## src/rtl/rtc_slew_trig.sv

```systemverilog
// rtc_slew_trig: free-running ns/sec time base. A delta-sigma residue keeps
// the long-run rate equal to the full-precision period. A bounded slewer
// absorbs a signed ns offset without letting time step backwards. Also
// generates a one-pps pulse and an absolute-time trigger.
//
// state   | meaning
// --------+--------------------------------------------------------------
// IDLE    | no offset pending, slew amount is zero
// SLEW    | absorbing remaining offset R, at most slew_step ns per clock
// DONE    | offset fully absorbed, slew_done high for this one cycle
//
// FRAC_W must be smaller than PER_FRAC_W, and PPS_CYC must be at least 1.
module rtc_slew_trig #(
  parameter int FRAC_W     = 8,
  parameter int PER_FRAC_W = 32,
  parameter int SEC_W      = 48,
  parameter int PPS_CYC    = 4,
  parameter int NS_MODULO  = 1_000_000_000
) (
  input  logic                  clk,
  input  logic                  rst,
  input  logic                  time_ld,
  input  logic [30+FRAC_W-1:0]  time_ns_in,
  input  logic [SEC_W-1:0]      time_sec_in,
  input  logic                  period_ld,
  input  logic [8+PER_FRAC_W-1:0] period_in,
  input  logic                  slew_ld,
  input  logic [31:0]           slew_offset,
  input  logic [7:0]            slew_step,
  output logic                  slew_busy,
  output logic                  slew_done,
  input  logic                  trig_ld,
  input  logic [SEC_W-1:0]      trig_sec,
  input  logic [29:0]           trig_ns,
  output logic                  trig_hit,
  output logic [30+FRAC_W-1:0]  time_ns,
  output logic [SEC_W-1:0]      time_sec,
  output logic [31:0]           time_ptp_ns,
  output logic [SEC_W-1:0]      time_ptp_sec,
  output logic                  pps
);

  localparam int TNS_W = 30 + FRAC_W;
  localparam int P_W   = 8 + PER_FRAC_W;
  localparam int RES_W = PER_FRAC_W - FRAC_W;
  localparam int INC_W = 8 + FRAC_W;
  localparam int SUM_W = TNS_W + 2;
  localparam int CNT_W = $clog2(PPS_CYC + 1);
  localparam logic [SUM_W-1:0] MOD_FR = SUM_W'(NS_MODULO) << FRAC_W;

  localparam logic [1:0] ST_IDLE = 2'd0;
  localparam logic [1:0] ST_SLEW = 2'd1;
  localparam logic [1:0] ST_DONE = 2'd2;

  logic [P_W-1:0]    p_reg;
  logic [RES_W-1:0]  residue;
  logic [RES_W:0]    res_sum;
  logic              ds_carry;
  logic [CNT_W-1:0]  pps_cnt;
  logic [1:0]        state;
  logic signed [32:0] r_reg;
  logic signed [32:0] r_next;
  logic [32:0]       r_abs;
  logic [7:0]        cap;
  logic [7:0]        pns;
  logic [7:0]        neg_lim;
  logic [7:0]        neg_mag;
  logic signed [8:0] slew_s;
  logic [SUM_W-1:0]  inc_fr;
  logic [SUM_W-1:0]  sum_fr;
  logic [SUM_W-1:0]  sum_wrapped;
  logic              wrap;
  logic [SEC_W-1:0]  trig_sec_r;
  logic [29:0]       trig_ns_r;
  logic              armed;
  logic              time_ge;

  // Slew amount for this clock: positive offsets capped by slew_step,
  // negative ones also capped below the period so time never goes backwards.
  always_comb begin
    r_abs   = r_reg[32] ? (33'd0 - r_reg) : r_reg;
    cap     = (r_abs > 33'(slew_step)) ? slew_step : r_abs[7:0];
    pns     = p_reg[P_W-1 -: 8];
    neg_lim = (pns == 8'd0) ? 8'd0 : pns - 8'd1;
    neg_mag = (cap < neg_lim) ? cap : neg_lim;
    slew_s  = '0;
    if (state == ST_SLEW) begin
      if (r_reg > 33'sd0)
        slew_s = $signed({1'b0, cap});
      else if (r_reg < 33'sd0)
        slew_s = -$signed({1'b0, neg_mag});
    end
    r_next = r_reg - 33'(slew_s);
  end

  // Per-clock increment in FRAC_W units; the sum is computed modulo 2^SUM_W
  // since the true increment is never negative.
  always_comb begin
    res_sum     = {1'b0, residue} + {1'b0, p_reg[RES_W-1:0]};
    ds_carry    = res_sum[RES_W];
    inc_fr      = SUM_W'(p_reg[P_W-1 -: INC_W]) + SUM_W'(ds_carry)
                + (SUM_W'(slew_s) << FRAC_W);
    sum_fr      = {2'b00, time_ns} + inc_fr;
    wrap        = (sum_fr >= MOD_FR);
    sum_wrapped = sum_fr - MOD_FR;
  end

  // Time base, period register, residue and pps width counter.
  always_ff @(posedge clk or posedge rst) begin
    if (rst) begin
      p_reg    <= '0;
      residue  <= '0;
      time_ns  <= '0;
      time_sec <= '0;
      pps_cnt  <= '0;
    end else begin
      if (period_ld)
        p_reg <= period_in;
      if (time_ld) begin
        time_ns  <= time_ns_in;
        time_sec <= time_sec_in;
        if (pps_cnt != '0)
          pps_cnt <= pps_cnt - CNT_W'(1);
      end else begin
        residue <= res_sum[RES_W-1:0];
        if (wrap) begin
          time_ns  <= sum_wrapped[TNS_W-1:0];
          time_sec <= time_sec + SEC_W'(1);
          pps_cnt  <= CNT_W'(PPS_CYC);
        end else begin
          time_ns <= sum_fr[TNS_W-1:0];
          if (pps_cnt != '0)
            pps_cnt <= pps_cnt - CNT_W'(1);
        end
      end
    end
  end

  // Slew FSM; a time load aborts any slew silently and wins over slew_ld.
  always_ff @(posedge clk or posedge rst) begin
    if (rst) begin
      state <= ST_IDLE;
      r_reg <= '0;
    end else if (time_ld) begin
      state <= ST_IDLE;
      r_reg <= '0;
    end else begin
      case (state)
        ST_IDLE: begin
          if (slew_ld) begin
            r_reg <= {slew_offset[31], slew_offset};
            state <= (slew_offset == 32'd0) ? ST_DONE : ST_SLEW;
          end
        end
        ST_SLEW: begin
          if (slew_ld) begin
            r_reg <= {slew_offset[31], slew_offset};
            state <= (slew_offset == 32'd0) ? ST_DONE : ST_SLEW;
          end else begin
            r_reg <= r_next;
            if (r_next == 33'sd0)
              state <= ST_DONE;
          end
        end
        default: state <= ST_IDLE;
      endcase
    end
  end

  assign time_ge = (time_sec > trig_sec_r) ||
                   ((time_sec == trig_sec_r) && (time_ns[TNS_W-1:FRAC_W] >= trig_ns_r));

  // Trigger: a fresh target is armed without evaluating it in the same cycle.
  always_ff @(posedge clk or posedge rst) begin
    if (rst) begin
      trig_sec_r <= '0;
      trig_ns_r  <= '0;
      armed      <= 1'b0;
      trig_hit   <= 1'b0;
    end else if (trig_ld) begin
      trig_sec_r <= trig_sec;
      trig_ns_r  <= trig_ns;
      armed      <= 1'b1;
      trig_hit   <= 1'b0;
    end else if (armed && time_ge) begin
      armed    <= 1'b0;
      trig_hit <= 1'b1;
    end else begin
      trig_hit <= 1'b0;
    end
  end

  assign time_ptp_ns  = {2'b00, time_ns[TNS_W-1:FRAC_W]};
  assign time_ptp_sec = time_sec;
  assign pps          = (pps_cnt != '0);
  assign slew_busy    = (state == ST_SLEW);
  assign slew_done    = (state == ST_DONE);

endmodule
```

## config.mk

```make
export PLATFORM = sky130hd
export DESIGN_NAME = rtc_slew_trig
export DESIGN_NICKNAME = d
export VERILOG_FILES = /design/src/rtl/rtc_slew_trig.sv
export SDC_FILE = /design/constraint.sdc
export NUM_CORES = 1
export LEC_CHECK = 0
export BUFFER_PORTS_ARGS = -buffer_cell sky130_fd_sc_hd__buf_2
export CORE_ASPECT_RATIO = 0.6
export CORE_UTILIZATION = 35
export CTS_BUF_LIST = sky130_fd_sc_hd__clkbuf_4
export DETAILED_ROUTE_END_ITERATION = 8
export SLEW_MARGIN = 20
export SYNTH_ARGS = -nofsm -noshare
export SYNTH_HDL_FRONTEND = slang
export SYNTH_SLANG_ARGS = --single-unit
export TNS_END_PERCENT = 100
```

## constraint.sdc

```tcl
create_clock -name clk -period 18.11 [get_ports clk]
set_clock_uncertainty 0.1 [all_clocks]
set_input_delay 3.622 -clock clk [delete_from_list [all_inputs] [get_ports clk]]
set_output_delay 3.622 -clock clk [all_outputs]
set_load 0.01 [all_outputs]
```

# Yosys cells after proc, flatten, opt, wreduce, memory -nomap -nowiden
# Cells that the tools add are included.
[totals]
input_bits = 250
ff_bits = 268
output_inout_bits = 170
word_cells = 75
[classes]
add_sub_neg = 11
eq_ne = 5
n_reduce_logical = 13
mux = 28
order_cmp = 7
[op_table]
columns = ["cell", "n"]
rows = [
  ["2-to-1 mux 33 bit", 4],
  ["2-to-1 mux 48 bit", 2],
  ["2-to-1 mux 38 bit", 2],
  ["case mux 33 bit (2 select lines)", 1],
  ["adder 48 x 1 -> 48 bit, second input constant", 1],
  ["== test 48 bit", 1],
  ["greater-than comparator 48 bit", 1],
  ["adder 39 x 19 -> 40 bit", 1],
  [">= comparator 40 x 38 -> 1 bit, second input constant", 1],
  ["subtractor 38 bit, second input constant", 1],
  ["greater-than comparator 33 x 1 -> 1 bit, second input constant", 1],
  ["greater-than comparator 33 x 8 -> 1 bit", 1],
  ["logical NOT 33 bit", 1],
  ["less-than comparator 33 x 1 -> 1 bit, second input constant", 1],
  ["subtractor 1 x 33 -> 33 bit, first input constant", 1],
  ["subtractor 33 x 9 -> 33 bit", 1],
  ["logical NOT 32 bit", 1],
  [">= comparator 30 bit", 1],
  ["2-to-1 mux 9 bit", 3],
  ["adder 24 x 24 -> 25 bit", 1],
  ["2-to-1 mux 8 bit", 3],
  ["adder 18 x 17 -> 19 bit", 1],
  ["adder 16 x 1 -> 17 bit", 1],
  ["2-to-1 mux 2 bit", 5],
  ["other kinds (18)", 27],
]

# Longest topological paths before layout
# Gate-level depths: netlist of run 1.
[depth]
depth_word = 16
ltp_mapped = 54
mapped_depth_nobuf = 49

# Worst setup path after synthesis of run 1
# Ideal clock, no wire load.
[synth_timing]
kind = "input -> register"
from = "in slew_step[6]"
to = "reg time_sec[30] (netlist: time_ptp_sec[30])"
setup_time_ns = 0.132
slack_ns = 4.049
stages = 45
required_ns = 17.878
arrival_ns = 13.829
path_buffers = 5
cell_sequence = "inv_1 > ha_1 > a211oi_1 > o211ai_1 > o211ai_1 > and4_1 > and4_1 > nand3_2 > or2_1 > clkbuf_1 > clkbuf_1 > o21ai_0 > inv_1 > ha_1 > and3_1 > a221o_1 > a21o_1 > nor2_1 > (+9 left out) > inv_1 > fa_1 > ha_1 > a21oi_1 > o21a_1 > o21ai_0 > a221o_1 > a221o_1 > o21ai_0 > a21oi_1 > o311ai_0 > nand3_1 > o21ai_0 > a41oi_1 > clkbuf_1 > a2111oi_2 > xnor2_1 > o21ai_1"
[synth_via]
elab_chain_len = 12
[synth_lines]
columns = ["item", "line", "text"]
rows = [
  ["start: declaration", "29", "input logic [7:0] slew_step,"],
  ["greater-than comparator 33 x 8 -> 1 bit", "82", "cap = (r_abs > 33'(slew_step)) ? slew_step : r_abs[7:0];"],
  ["2-to-1 mux 8 bit *", "82", ""],
  ["less-than comparator 8 bit", "85", "neg_mag = (cap < neg_lim) ? cap : neg_lim;"],
  ["2-to-1 mux 8 bit", "85", ""],
  ["negation 8 -> 9 bit", "91", "slew_s = -$signed({1'b0, neg_mag});"],
  ["2-to-1 mux 9 bit", "90", "else if (r_reg < 33'sd0)"],
  ["2-to-1 mux 9 bit *", "88", "if (r_reg > 33'sd0)"],
  ["2-to-1 mux 9 bit *", "87", "if (state == ST_SLEW) begin"],
  ["adder 18 x 17 -> 19 bit *", "102", "+ (SUM_W'(slew_s) << FRAC_W);"],
  ["adder 39 x 19 -> 40 bit *", "103", "sum_fr = {2'b00, time_ns} + inc_fr;"],
  [">= comparator 40 x 38 -> 1 bit *", "104", "wrap = (sum_fr >= MOD_FR);"],
  ["nonzero test 2 bit (no source line) *", "n/a", ""],
  ["end signal: assignment", "121", "time_sec <= time_sec_in;"],
  ["end signal: assignment", "128", "time_sec <= time_sec + SEC_W'(1);"],
  ["end: declaration", "37", "output logic [SEC_W-1:0] time_sec,"],
]
# Every way passes the cells marked *; elsewhere a longest branch is shown, timed or not.
# A chain may end at the register's enable or synchronous reset.

# Worst setup path in the final report of run 1
[layout_timing]
from = "in slew_step[6]"
to = "reg time_sec[26] (netlist: time_ptp_sec[26])"
# Same word-level chain as after synthesis.

==> run_summary.xml, run 1 <==
<?xml version="1.0" encoding="UTF-8"?>
<metrics>
  <group name="finish">
    <metric name="num-nets-final" unit="">3397</metric>
    <metric name="final-instance-count-excl-fill" unit="">3793</metric>
    <metric name="fillers" unit="">6275</metric>
    <metric name="final_area" unit="sq um">25200</metric>
    <metric name="post_route_cells_drive_above_1_share" unit="%">21.8</metric>
    <metric name="area.growth.synth_to_final" unit="%">14.8</metric>
  </group>
  <group name="cts">
    <metric name="clock-sinks" unit="">268</metric>
    <metric name="cts_made_buffers" unit="">74</metric>
    <metric name="clk_latency" unit="ps">850</metric>
    <metric name="cts_post_setup_buffers_inserted" unit="">0</metric>
    <metric name="cts-root-buf" unit="">sky130_fd_sc_hd__clkbuf_4</metric>
    <metric name="cts_hold_buf" unit="">0</metric>
    <metric name="h-tree-depth" unit="">3</metric>
    <metric name="cts_tree" unit="">built</metric>
    <metric name="cts-root-to-sink-buffers" unit="">3</metric>
    <metric name="post_cts.resized_instances" unit="">0</metric>
    <metric name="clk_slew_on_worst_s_h_paths" unit="ps">70</metric>
  </group>
  <group name="grt">
    <metric name="grt_most_used_layer" unit="">met1</metric>
    <metric name="grt_pass1_vias" unit="">18400</metric>
    <metric name="gr-usage-all-layers" unit="%">23.0</metric>
    <metric name="antenna_violations_before_repair" unit="">8</metric>
    <metric name="grt_start_max_net_pins" unit="">91</metric>
    <metric name="use_met3" unit="%">6.98</metric>
    <metric name="gr-total-overflow" unit="">0</metric>
    <metric name="global_route_wire_length_before_repair" unit="microns">113000</metric>
    <metric name="grt_use_met2" unit="%">29.0</metric>
    <metric name="met1_track_demand_over_resource" unit="%">36.4</metric>
  </group>
  <group name="placement">
    <metric name="hpwlAfterDp" unit="microns">58100</metric>
    <metric name="port-buffer-count" unit="">417</metric>
    <metric name="pre_cts_slack" unit="ps">2310</metric>
    <metric name="place_congestion" unit="">0.952</metric>
    <metric name="place_inst" unit="">3661</metric>
    <metric name="placed_area" unit="sq um">24200</metric>
  </group>
  <group name="floorplanning">
    <metric name="boundaryPins" unit="">420</metric>
    <metric name="dieHeight" unit="microns">196</metric>
    <metric name="area_of_the_die" unit="sq um">63800</metric>
    <metric name="site_rows" unit="">70</metric>
    <metric name="die_width" unit="microns">325</metric>
    <metric name="core" unit="sq um">61500</metric>
    <metric name="initial_cell_density_of_the_core" unit="%">35.7</metric>
  </group>
  <group name="synthesis">
    <metric name="number_of_synthesized_flops_with_an_enable_pin" unit="">0</metric>
    <metric name="yosys_register_bits" unit="">268</metric>
    <metric name="syn_avg_cell_area" unit="sq um">8.50</metric>
    <metric name="synth.yosys.seq_area_share" unit="%">30.6</metric>
    <metric name="yosysWarningCount" unit="">0</metric>
    <metric name="post-synth-top-area-cell" unit="">sky130_fd_sc_hd__dfrtp_1</metric>
    <metric name="synth_commonest_cells" unit="">307 x sky130_fd_sc_hd__nand2_1, 268 x sky130_fd_sc_hd__dfrtp_1, 226 x sky130_fd_sc_hd__ha_1, 217 x sky130_fd_sc_hd__o21ai_0, 181 x sky130_fd_sc_hd__inv_1</metric>
    <metric name="synth_cells" unit="">2583</metric>
    <metric name="synth.area.top_cells" unit="">sky130_fd_sc_hd__dfrtp_1 31%, sky130_fd_sc_hd__ha_1 13%, sky130_fd_sc_hd__nand2_1 5.2%, sky130_fd_sc_hd__o21ai_0 4.9%, sky130_fd_sc_hd__xnor2_1 4.9%</metric>
    <metric name="ys_async_rst_share" unit="%">100</metric>
    <metric name="synth_top_area_share" unit="%">30.6</metric>
    <metric name="netlist_area" unit="sq um">22000</metric>
    <metric name="yosys.cell_types.count" unit="">87</metric>
    <metric name="most_frequent_cell_after_synthesis" unit="">sky130_fd_sc_hd__nand2_1</metric>
    <metric name="postSynth.topFlopCell" unit="">sky130_fd_sc_hd__dfrtp_1</metric>
  </group>
  <group name="drt">
    <metric name="first_iter_violations" unit="">1791</metric>
    <metric name="dr_total_vias" unit="">20200</metric>
    <metric name="dr_drc_count" unit="">0</metric>
    <metric name="detail-route-antenna-nets" unit="">0</metric>
    <metric name="totalWireLength" unit="microns">74800</metric>
    <metric name="detailedRoute.firstPassIterationCount" unit="">5</metric>
    <metric name="drt-vias-per-instance" unit="">5.33</metric>
    <metric name="wire_per_inst" unit="microns">19.7</metric>
  </group>
  <group name="timing">
    <metric name="layout_worst_path_cycle_share" unit="%">83.8</metric>
    <metric name="slew_viol_final" unit="">0</metric>
    <metric name="period_needed" unit="ps">15180</metric>
    <metric name="rsz_0062_raised_after_global_routing" unit="">no</metric>
    <metric name="timing.max_slew.rel_slack" unit="%">31.3</metric>
    <metric name="finalHoldViolations" unit="">0</metric>
    <metric name="worst_pin_slew" unit="ps">1030</metric>
    <metric name="finalWorstSetupSlack" unit="ps">2930</metric>
    <metric name="setup-violations-final" unit="">0</metric>
    <metric name="achievable-frequency" unit="MHz">65.9</metric>
    <metric name="timing.setup.tns" unit="ps">0</metric>
  </group>
  <group name="power_and_ir_drop">
    <metric name="seq_pwr_share" unit="%">27.0</metric>
    <metric name="leakagePower" unit="nW">12.0</metric>
    <metric name="power.density" unit="nW/um^2">133</metric>
    <metric name="ir_worst_vdd" unit="V">0.0000586</metric>
    <metric name="power_switching" unit="mW">1.57</metric>
    <metric name="comb_power_share" unit="%">55.4</metric>
    <metric name="sw_frac_of_total" unit="%">46.9</metric>
    <metric name="p_clk_share" unit="%">17.6</metric>
    <metric name="finalPower" unit="mW">3.35</metric>
    <metric name="power_report.internal_total" unit="mW">1.78</metric>
  </group>
  <group name="worst_setup_path">
    <metric name="reg2reg_depth" unit="">46</metric>
    <metric name="worstSetupEndpointType" unit="">register</metric>
    <metric name="worst-endpoint-required" unit="ps">18670</metric>
    <metric name="worst_ep_arrival_time" unit="ps">15740</metric>
    <metric name="cpPeakStageDelay" unit="ps">800</metric>
    <metric name="cp-start-kind" unit="">input port</metric>
    <metric name="critPathMaxFanout" unit="">30</metric>
    <metric name="slowest_stage" unit="">sky130_fd_sc_hd__inv_1</metric>
    <metric name="timing.setup.critical_path_class" unit="">in -&gt; reg</metric>
  </group>
  <group name="min_path">
    <metric name="hold_class" unit="">reg -&gt; reg</metric>
    <metric name="number_of_cells_on_the_worst_hold_path" unit="">1</metric>
  </group>
  <group name="status">
    <metric name="status" unit="">finished, final reports clean</metric>
  </group>
  <group name="job">
    <metric name="cap_violations" unit="">0</metric>
  </group>
</metrics>
==> layout make-up <==
type / instances / area [sq um] / area share (%)
Antenna cell: 2 / 5.00 / 0.0199
Clock buffer: 103 / 773 / 3.07
Clock inverter: 27 / 179 / 0.710
Inverter: 182 / 691 / 2.74
Multi-Input combinational cell: 1952 / 13600 / 54.0
Sequential cell: 268 / 6710 / 26.6
Tap cell: 828 / 1040 / 4.11
Timing Repair Buffer: 431 / 2200 / 8.73
==> power groups by stage <==
stage          Clock (mW)  Sequential [mW]  Combinational, mW
2_1_floorplan           0            0.846               1.38
3_3_place_gp            0            0.914               1.83
3_5_place_dp            0            0.913               1.83
4_1_cts             0.612            0.903               1.84
5_1_grt             0.643            0.922               2.08
6_report            0.590            0.907               1.86
==> cell usage in the layout (no fill, tap or decap), drive strengths merged, types with 14 or more instances in the layout <==
cell type,instances
o21ai,276
nand3,61
nand2,307
mux2i,22
nand2b,19
clkbuf,103
nor2b,14
a21oi,145
dfrtp,268
nor4,33
o21a,23
nand4,47
o21bai,14
clkinv,21
nor2,127
a21o,55
a2111oi,22
and3,35
buf,431
ha,226
or3,15
xnor2,124
xor2,51
inv,183
a31oi,21
nor3,38
mux2,58
a211oi,38
==> path summary, 6_finish.rpt <==
path | start | to | slack (ps)
min in group asynchronous | rst | trig_sec_r[30]$_DFFE_PP0P_ | 2760
min | armed$_DFFE_PP0P_ | armed$_DFFE_PP0P_ | 380
max reg2reg | r_reg[2]$_DFFE_PP0P_ | time_ptp_sec[26]$_DFFE_PP0P_ | 4000
min reg2reg | armed$_DFFE_PP0P_ | armed$_DFFE_PP0P_ | 380
max | slew_step[6] | time_ptp_sec[26]$_DFFE_PP0P_ | 2930
max in group asynchronous | rst | trig_ns_r[12]$_DFFE_PP0P_ | 12960
==> worst max-delay path, delay by kind of cell <==
kind                     cells  cell delay [ps]
adder cells (fa/ha/maj)      5             1900
XOR/XNOR                     1              160
AO/OA/AOI/OAI               21             6080
buffers and inverters        8             2040
AND/OR/NAND/NOR              7             1490
multiplexers                 2              370
==> logic make-up after synthesis <==
family | count (synthesis) | synth area share [%]
and+or+nand+nor | 750 | 16.5
buffers and inverters | 364 | 7.64
xor gates and xnor gates | 175 | 7.02
muxes | 80 | 4.04
adders and majority gates | 238 | 14.0
DFF | 268 | 30.6
AOI/OAI and AO/OA | 707 | 20.3
other | 1 | 0.0171
==> per-layer routing <==
metal,share of wire (%),wire length (microns),up-vias
li1,-,-,9841
met1,51,38100,9490
met2,38,28200,760
met3,9.2,6880,122
met4,2.2,1640,4
met5,0.036,27,-
==> through the flow <==
step	hold WS (ps)	utilization, %
2_1_floorplan	351	-
3_3_place_gp	366	39.4
3_5_place_dp	370	39.4
4_1_cts	386	41.0
5_1_grt	421	41.0
6_report	381	41.0
Power figures use the tool's default switching activity.
==> run 2, diff against run 1 <==
==> constraint.sdc (replaced) <==
create_clock -name clk -period 13.3 [get_ports clk]
set_clock_uncertainty 0.1 [all_clocks]
set_input_delay 2.66 -clock clk [delete_from_list [all_inputs] [get_ports clk]]
set_output_delay 2.66 -clock clk [all_outputs]
set_load 0.01 [all_outputs]
==> run 2 against run 1 <==
Compared with the run above: die area unchanged; sequential share of layout area about the same; non-clock buffer count rose by 6; highest routed layer unchanged; critical path type unchanged; largest power group unchanged; combinational power increased by 37%; power increased by 35%; critical path depth down 2; critical endpoint is now time_ptp_sec[41]$_DFFE_PP0P_; utilization hardly changed.
==> run_summary.xml, run 2 (same netlist as run 1, synthesis figures left out) <==
<?xml version="1.0" encoding="UTF-8"?>
<metrics>
  <group name="placement">
    <metric name="place_inst" unit="">3667</metric>
    <metric name="hpwlAfterDp" unit="microns">59100</metric>
    <metric name="place_congestion" unit="">0.933</metric>
    <metric name="port-buffer-count" unit="">417</metric>
    <metric name="pre_cts_slack" unit="ps">271</metric>
  </group>
  <group name="drt">
    <metric name="drt-vias-per-instance" unit="">5.37</metric>
    <metric name="detail-route-antenna-nets" unit="">0</metric>
    <metric name="wire_per_inst" unit="microns">19.8</metric>
    <metric name="dr_total_vias" unit="">20400</metric>
    <metric name="detailedRoute.firstPassIterationCount" unit="">5</metric>
    <metric name="dr_drc_count" unit="">0</metric>
    <metric name="first_iter_violations" unit="">1604</metric>
    <metric name="totalWireLength" unit="microns">75400</metric>
  </group>
  <group name="cts">
    <metric name="clock-sinks" unit="">268</metric>
    <metric name="cts_made_buffers" unit="">76</metric>
    <metric name="cts_post_setup_buffers_inserted" unit="">0</metric>
    <metric name="cts_tree" unit="">built</metric>
    <metric name="clk_latency" unit="ps">840</metric>
    <metric name="cts-root-to-sink-buffers" unit="">3</metric>
    <metric name="clk_slew_on_worst_s_h_paths" unit="ps">60</metric>
    <metric name="cts-root-buf" unit="">sky130_fd_sc_hd__clkbuf_4</metric>
    <metric name="h-tree-depth" unit="">3</metric>
    <metric name="post_cts.resized_instances" unit="">0</metric>
    <metric name="cts_hold_buf" unit="">0</metric>
  </group>
  <group name="timing">
    <metric name="timing.max_slew.rel_slack" unit="%">29.3</metric>
    <metric name="achievable-frequency" unit="MHz">80.7</metric>
    <metric name="worst_pin_slew" unit="ps">1050</metric>
    <metric name="finalWorstSetupSlack" unit="ps">902</metric>
    <metric name="timing.setup.tns" unit="ps">0</metric>
    <metric name="setup-violations-final" unit="">0</metric>
    <metric name="period_needed" unit="ps">12400</metric>
    <metric name="slew_viol_final" unit="">0</metric>
    <metric name="fin_worst_hold_slack" unit="ps">388</metric>
    <metric name="layout_worst_path_cycle_share" unit="%">93.2</metric>
    <metric name="rsz_0062_raised_after_global_routing" unit="">no</metric>
    <metric name="finalHoldViolations" unit="">0</metric>
  </group>
  <group name="worst_setup_path">
    <metric name="crit_path_depth" unit="">42</metric>
    <metric name="cpPeakStageDelay" unit="ps">620</metric>
    <metric name="endpoint" unit="">time_ptp_sec[41]$_DFFE_PP0P_</metric>
    <metric name="worstSetupStartpoint" unit="">slew_step[6]</metric>
    <metric name="reg2reg_depth" unit="">42</metric>
    <metric name="worst_r2r_startpoint" unit="">r_reg[0]$_DFFE_PP0P_</metric>
    <metric name="r2r_slack" unit="ps">1010</metric>
    <metric name="timing.setup.critical_path_class" unit="">in -&gt; reg</metric>
    <metric name="worst_ep_arrival_time" unit="ps">12980</metric>
    <metric name="critical_path.top_delay_family" unit="">compound AO/OA/AOI/OAI gates</metric>
    <metric name="slowest_stage" unit="">sky130_fd_sc_hd__a22oi_1</metric>
    <metric name="worstSetupEndpointType" unit="">register</metric>
    <metric name="worst-endpoint-required" unit="ps">13890</metric>
    <metric name="critical_path_buf_inv_count" unit="">6</metric>
    <metric name="critPathMaxFanout" unit="">63</metric>
    <metric name="critical_path.reg2reg.endpoint" unit="">time_ptp_sec[41]$_DFFE_PP0P_</metric>
    <metric name="cp-start-kind" unit="">input port</metric>
  </group>
  <group name="grt">
    <metric name="antenna_violations_before_repair" unit="">18</metric>
    <metric name="grt_pass1_vias" unit="">18800</metric>
    <metric name="gr-usage-all-layers" unit="%">23.2</metric>
    <metric name="grt_start_max_net_pins" unit="">101</metric>
    <metric name="gr-total-overflow" unit="">0</metric>
    <metric name="global_route_wire_length_before_repair" unit="microns">114000</metric>
  </group>
  <group name="floorplanning">
    <metric name="initial_cell_density_of_the_core" unit="%">35.7</metric>
    <metric name="die_width" unit="microns">325</metric>
    <metric name="core" unit="sq um">61500</metric>
    <metric name="site_rows" unit="">70</metric>
    <metric name="dieHeight" unit="microns">196</metric>
    <metric name="area_of_the_die" unit="sq um">63800</metric>
    <metric name="boundaryPins" unit="">420</metric>
  </group>
  <group name="power_and_ir_drop">
    <metric name="ir_worst_vdd" unit="V">0.0000812</metric>
    <metric name="power.density" unit="nW/um^2">180</metric>
    <metric name="leakagePower" unit="nW">12.0</metric>
  </group>
  <group name="finish">
    <metric name="mostFrequentLayoutCells" unit="">415 x sky130_fd_sc_hd__buf_2, 307 x sky130_fd_sc_hd__nand2_1, 268 x sky130_fd_sc_hd__dfrtp_1, 226 x sky130_fd_sc_hd__ha_1, 217 x sky130_fd_sc_hd__o21ai_0</metric>
    <metric name="final-instance-count-excl-fill" unit="">3805</metric>
    <metric name="most_common_cell_after_layout_fill_and_taps_aside" unit="">sky130_fd_sc_hd__buf_2</metric>
    <metric name="fillers" unit="">6413</metric>
    <metric name="post_route_cells_drive_above_1_share" unit="%">21.9</metric>
    <metric name="area.growth.synth_to_final" unit="%">14.8</metric>
    <metric name="num-nets-final" unit="">3405</metric>
  </group>
  <group name="job">
    <metric name="cap_violations" unit="">0</metric>
  </group>
  <group name="status">
    <metric name="status" unit="">finished, final reports clean</metric>
  </group>
  <group name="min_path">
    <metric name="hold_class" unit="">reg -&gt; reg</metric>
  </group>
</metrics>
-- run 2: changes by cell type in the layout (fill, tap and decap cells not counted), sizes merged --
cell,before,now
diode,2,14
buf,431,437
clkinvlp,3,2
inv,183,185
bufinv,2,0
clkbuf,103,101
clkinv,21,18
-- run 2: worst min-delay path by stage --
stage | start | endpoint | depth (start not counted)
6_report | residue[19]$_DFFE_PP0N_ | residue[19]$_DFFE_PP0N_ | 2
2_1_floorplan | armed$_DFFE_PP0P_ | armed$_DFFE_PP0P_ | 1
5_1_grt | armed$_DFFE_PP0P_ | armed$_DFFE_PP0P_ | 1
4_1_cts | residue[14]$_DFFE_PP0N_ | residue[14]$_DFFE_PP0N_ | 2
3_5_place_dp | armed$_DFFE_PP0P_ | armed$_DFFE_PP0P_ | 1
3_3_place_gp | armed$_DFFE_PP0P_ | armed$_DFFE_PP0P_ | 1
-- run 2: area by class of cell --
cell class,instances,area (sq um),share of cell area [%]
multi-input combinational,1952,13600,54.0
sequential,268,6710,26.6
timing repair buffer,437,2260,8.96
tap,828,1040,4.11
clock buffer,101,758,3.01
inverter,182,691,2.74
clock inverter,23,113,0.447
antenna,14,35.0,0.139
-- run 2: worst reg2reg max path: cells and delay by family (launching register included) --
kind / cells / cell delay, ps
buf+inv: 5 / 770
fa+ha+maj: 4 / 1400
xor+xnor: 1 / 190
flops: 1 / 460
mux: 2 / 770
compound gates: 18 / 5060
simple gates: 12 / 3410
-- run 2: power breakdown --
group / leakage [nW] / switching, mW / internal (mW)
Clock: 0.519 / 0.381 / 0.353
Combinational: 8.19 / 1.49 / 1.06
Sequential: 3.26 / 0.257 / 0.980
Total: 12.0 / 2.13 / 2.40
-- run 2: stage by stage --
step | cell area (sq um) | util, % | power [mW]
detailed placement | 24300 | 39.5 | 3.77
global route | 25200 | 41.0 | 4.92
global placement | 24300 | 39.5 | 3.76
CTS | 25200 | 40.9 | 4.54
floorplan | 22000 | - | 3.04
finish | 25200 | 41.0 | 4.53
-- run 2: layer usage --
| metal | GRT usage [%] | wire, microns | vias to the layer above | part of all wire, % |
|---|---|---|---|---|
| li1 | - | - | 9887 | - |
| met1 | 37.1 | 38700 | 9648 | 51 |
| met2 | 28.1 | 27800 | 791 | 37 |
| met3 | 6.94 | 6970 | 110 | 9.2 |
| met4 | 7.55 | 1810 | 6 | 2.4 |
| met5 | 0.750 | 94 | - | 0.12 |
==> run 3, diff against run 2 <==
==> constraint.sdc (replaced) <==
create_clock -name clk -period 12.1 [get_ports clk]
set_clock_uncertainty 0.1 [all_clocks]
set_input_delay 2.42 -clock clk [delete_from_list [all_inputs] [get_ports clk]]
set_output_delay 2.42 -clock clk [all_outputs]
set_load 0.01 [all_outputs]
==> run 3 against run 2 <==
Compared with the run above: register-to-register slack lost 370 ps; cell area grew 1.9%; count of clock-buffer cells in the layout grew 13; die area is the same; first-iteration DRC count shrank 0.81%; clock power grew 26%; critical endpoint is now time_ptp_sec[45]$_DFFE_PP0P_.
==> run_summary.xml, run 3 (same netlist as run 1, synthesis figures left out) <==
<?xml version="1.0" encoding="UTF-8"?>
<metrics>
  <group name="status">
    <metric name="status" unit="">finished, final reports clean</metric>
  </group>
  <group name="drt">
    <metric name="totalWireLength" unit="microns">75400</metric>
    <metric name="first_iter_violations" unit="">1591</metric>
    <metric name="dr_drc_count" unit="">0</metric>
    <metric name="detailedRoute.firstPassIterationCount" unit="">5</metric>
    <metric name="met1Wirelength" unit="microns">38100</metric>
    <metric name="route.met3.wl" unit="microns">6580</metric>
    <metric name="detail-route-antenna-nets" unit="">0</metric>
    <metric name="highest-signal-layer" unit="">met5</metric>
    <metric name="dr_total_vias" unit="">20500</metric>
    <metric name="met2WireLength" unit="microns">29200</metric>
    <metric name="wire_per_inst" unit="microns">19.7</metric>
    <metric name="drt-vias-per-instance" unit="">5.36</metric>
  </group>
  <group name="timing">
    <metric name="finalHoldViolations" unit="">0</metric>
    <metric name="rsz_0062_raised_after_global_routing" unit="">no</metric>
    <metric name="slew_viol_final" unit="">0</metric>
    <metric name="achievable-frequency" unit="MHz">87.2</metric>
    <metric name="period_needed" unit="ps">11460</metric>
    <metric name="worst_pin_slew" unit="ps">1010</metric>
    <metric name="layout_worst_path_cycle_share" unit="%">94.7</metric>
    <metric name="setup-violations-final" unit="">0</metric>
    <metric name="timing.max_slew.rel_slack" unit="%">33.0</metric>
  </group>
  <group name="worst_setup_path">
    <metric name="worstSetupEndpointType" unit="">register</metric>
    <metric name="critical_path.top_delay_family" unit="">compound AO/OA/AOI/OAI gates</metric>
    <metric name="worst-endpoint-required" unit="ps">12710</metric>
    <metric name="critPathMaxFanout" unit="">29</metric>
    <metric name="slowest_stage" unit="">sky130_fd_sc_hd__or4_1</metric>
    <metric name="timing.setup.critical_path_class" unit="">reg -&gt; reg</metric>
    <metric name="cp-start-kind" unit="">register</metric>
    <metric name="cpPeakStageDelay" unit="ps">560</metric>
    <metric name="r2r_slack" unit="ps">640</metric>
    <metric name="worst_ep_arrival_time" unit="ps">12070</metric>
    <metric name="critical_path_buf_inv_count" unit="">4</metric>
  </group>
  <group name="cts">
    <metric name="post_cts.resized_instances" unit="">0</metric>
    <metric name="cts_hold_buf" unit="">0</metric>
    <metric name="cts-root-to-sink-buffers" unit="">3</metric>
    <metric name="clk_slew_on_worst_s_h_paths" unit="ps">70</metric>
    <metric name="cts-root-buf" unit="">sky130_fd_sc_hd__clkbuf_4</metric>
    <metric name="cts_made_buffers" unit="">77</metric>
    <metric name="clk_latency" unit="ps">910</metric>
    <metric name="h-tree-depth" unit="">3</metric>
    <metric name="clock-sinks" unit="">268</metric>
    <metric name="cts_tree" unit="">built</metric>
    <metric name="cts_post_setup_buffers_inserted" unit="">0</metric>
  </group>
  <group name="grt">
    <metric name="grt_start_max_net_pins" unit="">145</metric>
    <metric name="gr-total-overflow" unit="">0</metric>
    <metric name="antenna_violations_before_repair" unit="">13</metric>
    <metric name="gr-usage-all-layers" unit="%">23.4</metric>
    <metric name="grt_pass1_vias" unit="">18900</metric>
    <metric name="global_route_wire_length_before_repair" unit="microns">115000</metric>
  </group>
  <group name="finish">
    <metric name="final-instance-count-excl-fill" unit="">3821</metric>
    <metric name="post_route_cells_drive_above_1_share" unit="%">23.1</metric>
    <metric name="fillers" unit="">6236</metric>
    <metric name="regArea" unit="sq um">6710</metric>
    <metric name="most_common_cell_after_layout_fill_and_taps_aside" unit="">sky130_fd_sc_hd__buf_2</metric>
    <metric name="num-nets-final" unit="">3419</metric>
    <metric name="mostFrequentLayoutCells" unit="">415 x sky130_fd_sc_hd__buf_2, 307 x sky130_fd_sc_hd__nand2_1, 268 x sky130_fd_sc_hd__dfrtp_1, 224 x sky130_fd_sc_hd__ha_1, 216 x sky130_fd_sc_hd__o21ai_0</metric>
    <metric name="multi_input_area" unit="sq um">13800</metric>
    <metric name="area.growth.synth_to_final" unit="%">17.0</metric>
  </group>
  <group name="floorplanning">
    <metric name="dieHeight" unit="microns">196</metric>
    <metric name="initial_cell_density_of_the_core" unit="%">35.7</metric>
    <metric name="area_of_the_die" unit="sq um">63800</metric>
    <metric name="die_width" unit="microns">325</metric>
    <metric name="site_rows" unit="">70</metric>
    <metric name="core" unit="sq um">61500</metric>
    <metric name="boundaryPins" unit="">420</metric>
  </group>
  <group name="power_and_ir_drop">
    <metric name="p_clk_share" unit="%">17.9</metric>
    <metric name="ir_worst_vdd" unit="V">0.0000845</metric>
    <metric name="power.density" unit="nW/um^2">202</metric>
    <metric name="power_switching" unit="mW">2.44</metric>
    <metric name="power_report.internal_total" unit="mW">2.75</metric>
    <metric name="sw_frac_of_total" unit="%">47.1</metric>
    <metric name="leakagePower" unit="nW">12.1</metric>
    <metric name="comb_power_share" unit="%">56.2</metric>
    <metric name="seq_pwr_share" unit="%">25.9</metric>
    <metric name="finalPower" unit="mW">5.19</metric>
  </group>
  <group name="job">
    <metric name="cap_violations" unit="">0</metric>
  </group>
  <group name="placement">
    <metric name="hpwlAfterDp" unit="microns">57800</metric>
    <metric name="port-buffer-count" unit="">417</metric>
    <metric name="place_congestion" unit="">0.957</metric>
    <metric name="place_inst" unit="">3680</metric>
  </group>
  <group name="min_path">
    <metric name="hold_class" unit="">reg -&gt; reg</metric>
  </group>
</metrics>
-- run 3: cell type report --
cell class                 instances  share of cell area [%]
clock inverter                    19                   0.536
timing repair buffer             450                    9.32
tap                              828                    4.03
multi-input combinational       1952                    53.9
clock buffer                     114                    3.33
inverter                         182                    2.70
antenna                            8                  0.0779
sequential                       268                    26.1
-- run 3: stage by stage --
| step | hold WS (ps) | setup slack [ps] | instance area [sq um] | utilization, % | TNS, ps |
|---|---|---|---|---|---|
| after global placement | 370 | 7.29 | 24700 | 40.1 | 0 |
| after global routing | 414 | 45.4 | 25700 | 41.8 | 0 |
| after detailed placement | 368 | -35.0 | 24700 | 40.1 | -151 |
| final | 380 | 637 | 25700 | 41.8 | 0 |
| after floorplan | 351 | 6.61 | 22200 | - | 0 |
| after CTS | 383 | 714 | 25700 | 41.7 | 0 |
-- run 3: power by group through the flow --
stage                     Clock (mW)  Combinational (mW)  Sequential [mW]
after floorplan                    0                2.13             1.27
after global placement             0                2.87             1.35
after detailed placement           0                2.87             1.35
after CTS                      0.965                2.88             1.34
after global routing            1.02                3.23             1.37
final                          0.926                2.92             1.34
-- run 3: path summary, 6_finish.rpt --
path	startpoint	to	cells past startpoint
max in group asynchronous	rst	trig_ns_r[9]$_DFFE_PP0P_	3
worst min-delay path	armed$_DFFE_PP0P_	armed$_DFFE_PP0P_	1
worst max register to register	r_reg[0]$_DFFE_PP0P_	time_ptp_sec[45]$_DFFE_PP0P_	41
worst min register to register	armed$_DFFE_PP0P_	armed$_DFFE_PP0P_	1
min in group asynchronous	rst	trig_sec_r[36]$_DFFE_PP0P_	2
worst max-delay path	r_reg[0]$_DFFE_PP0P_	time_ptp_sec[45]$_DFFE_PP0P_	41
-- run 3: routing by layer --
layer	global-route usage, %	up-vias
li1	-	9904
met1	36.5	9693
met2	30.1	764
met3	7.15	121
met4	5.85	8
met5	0	-
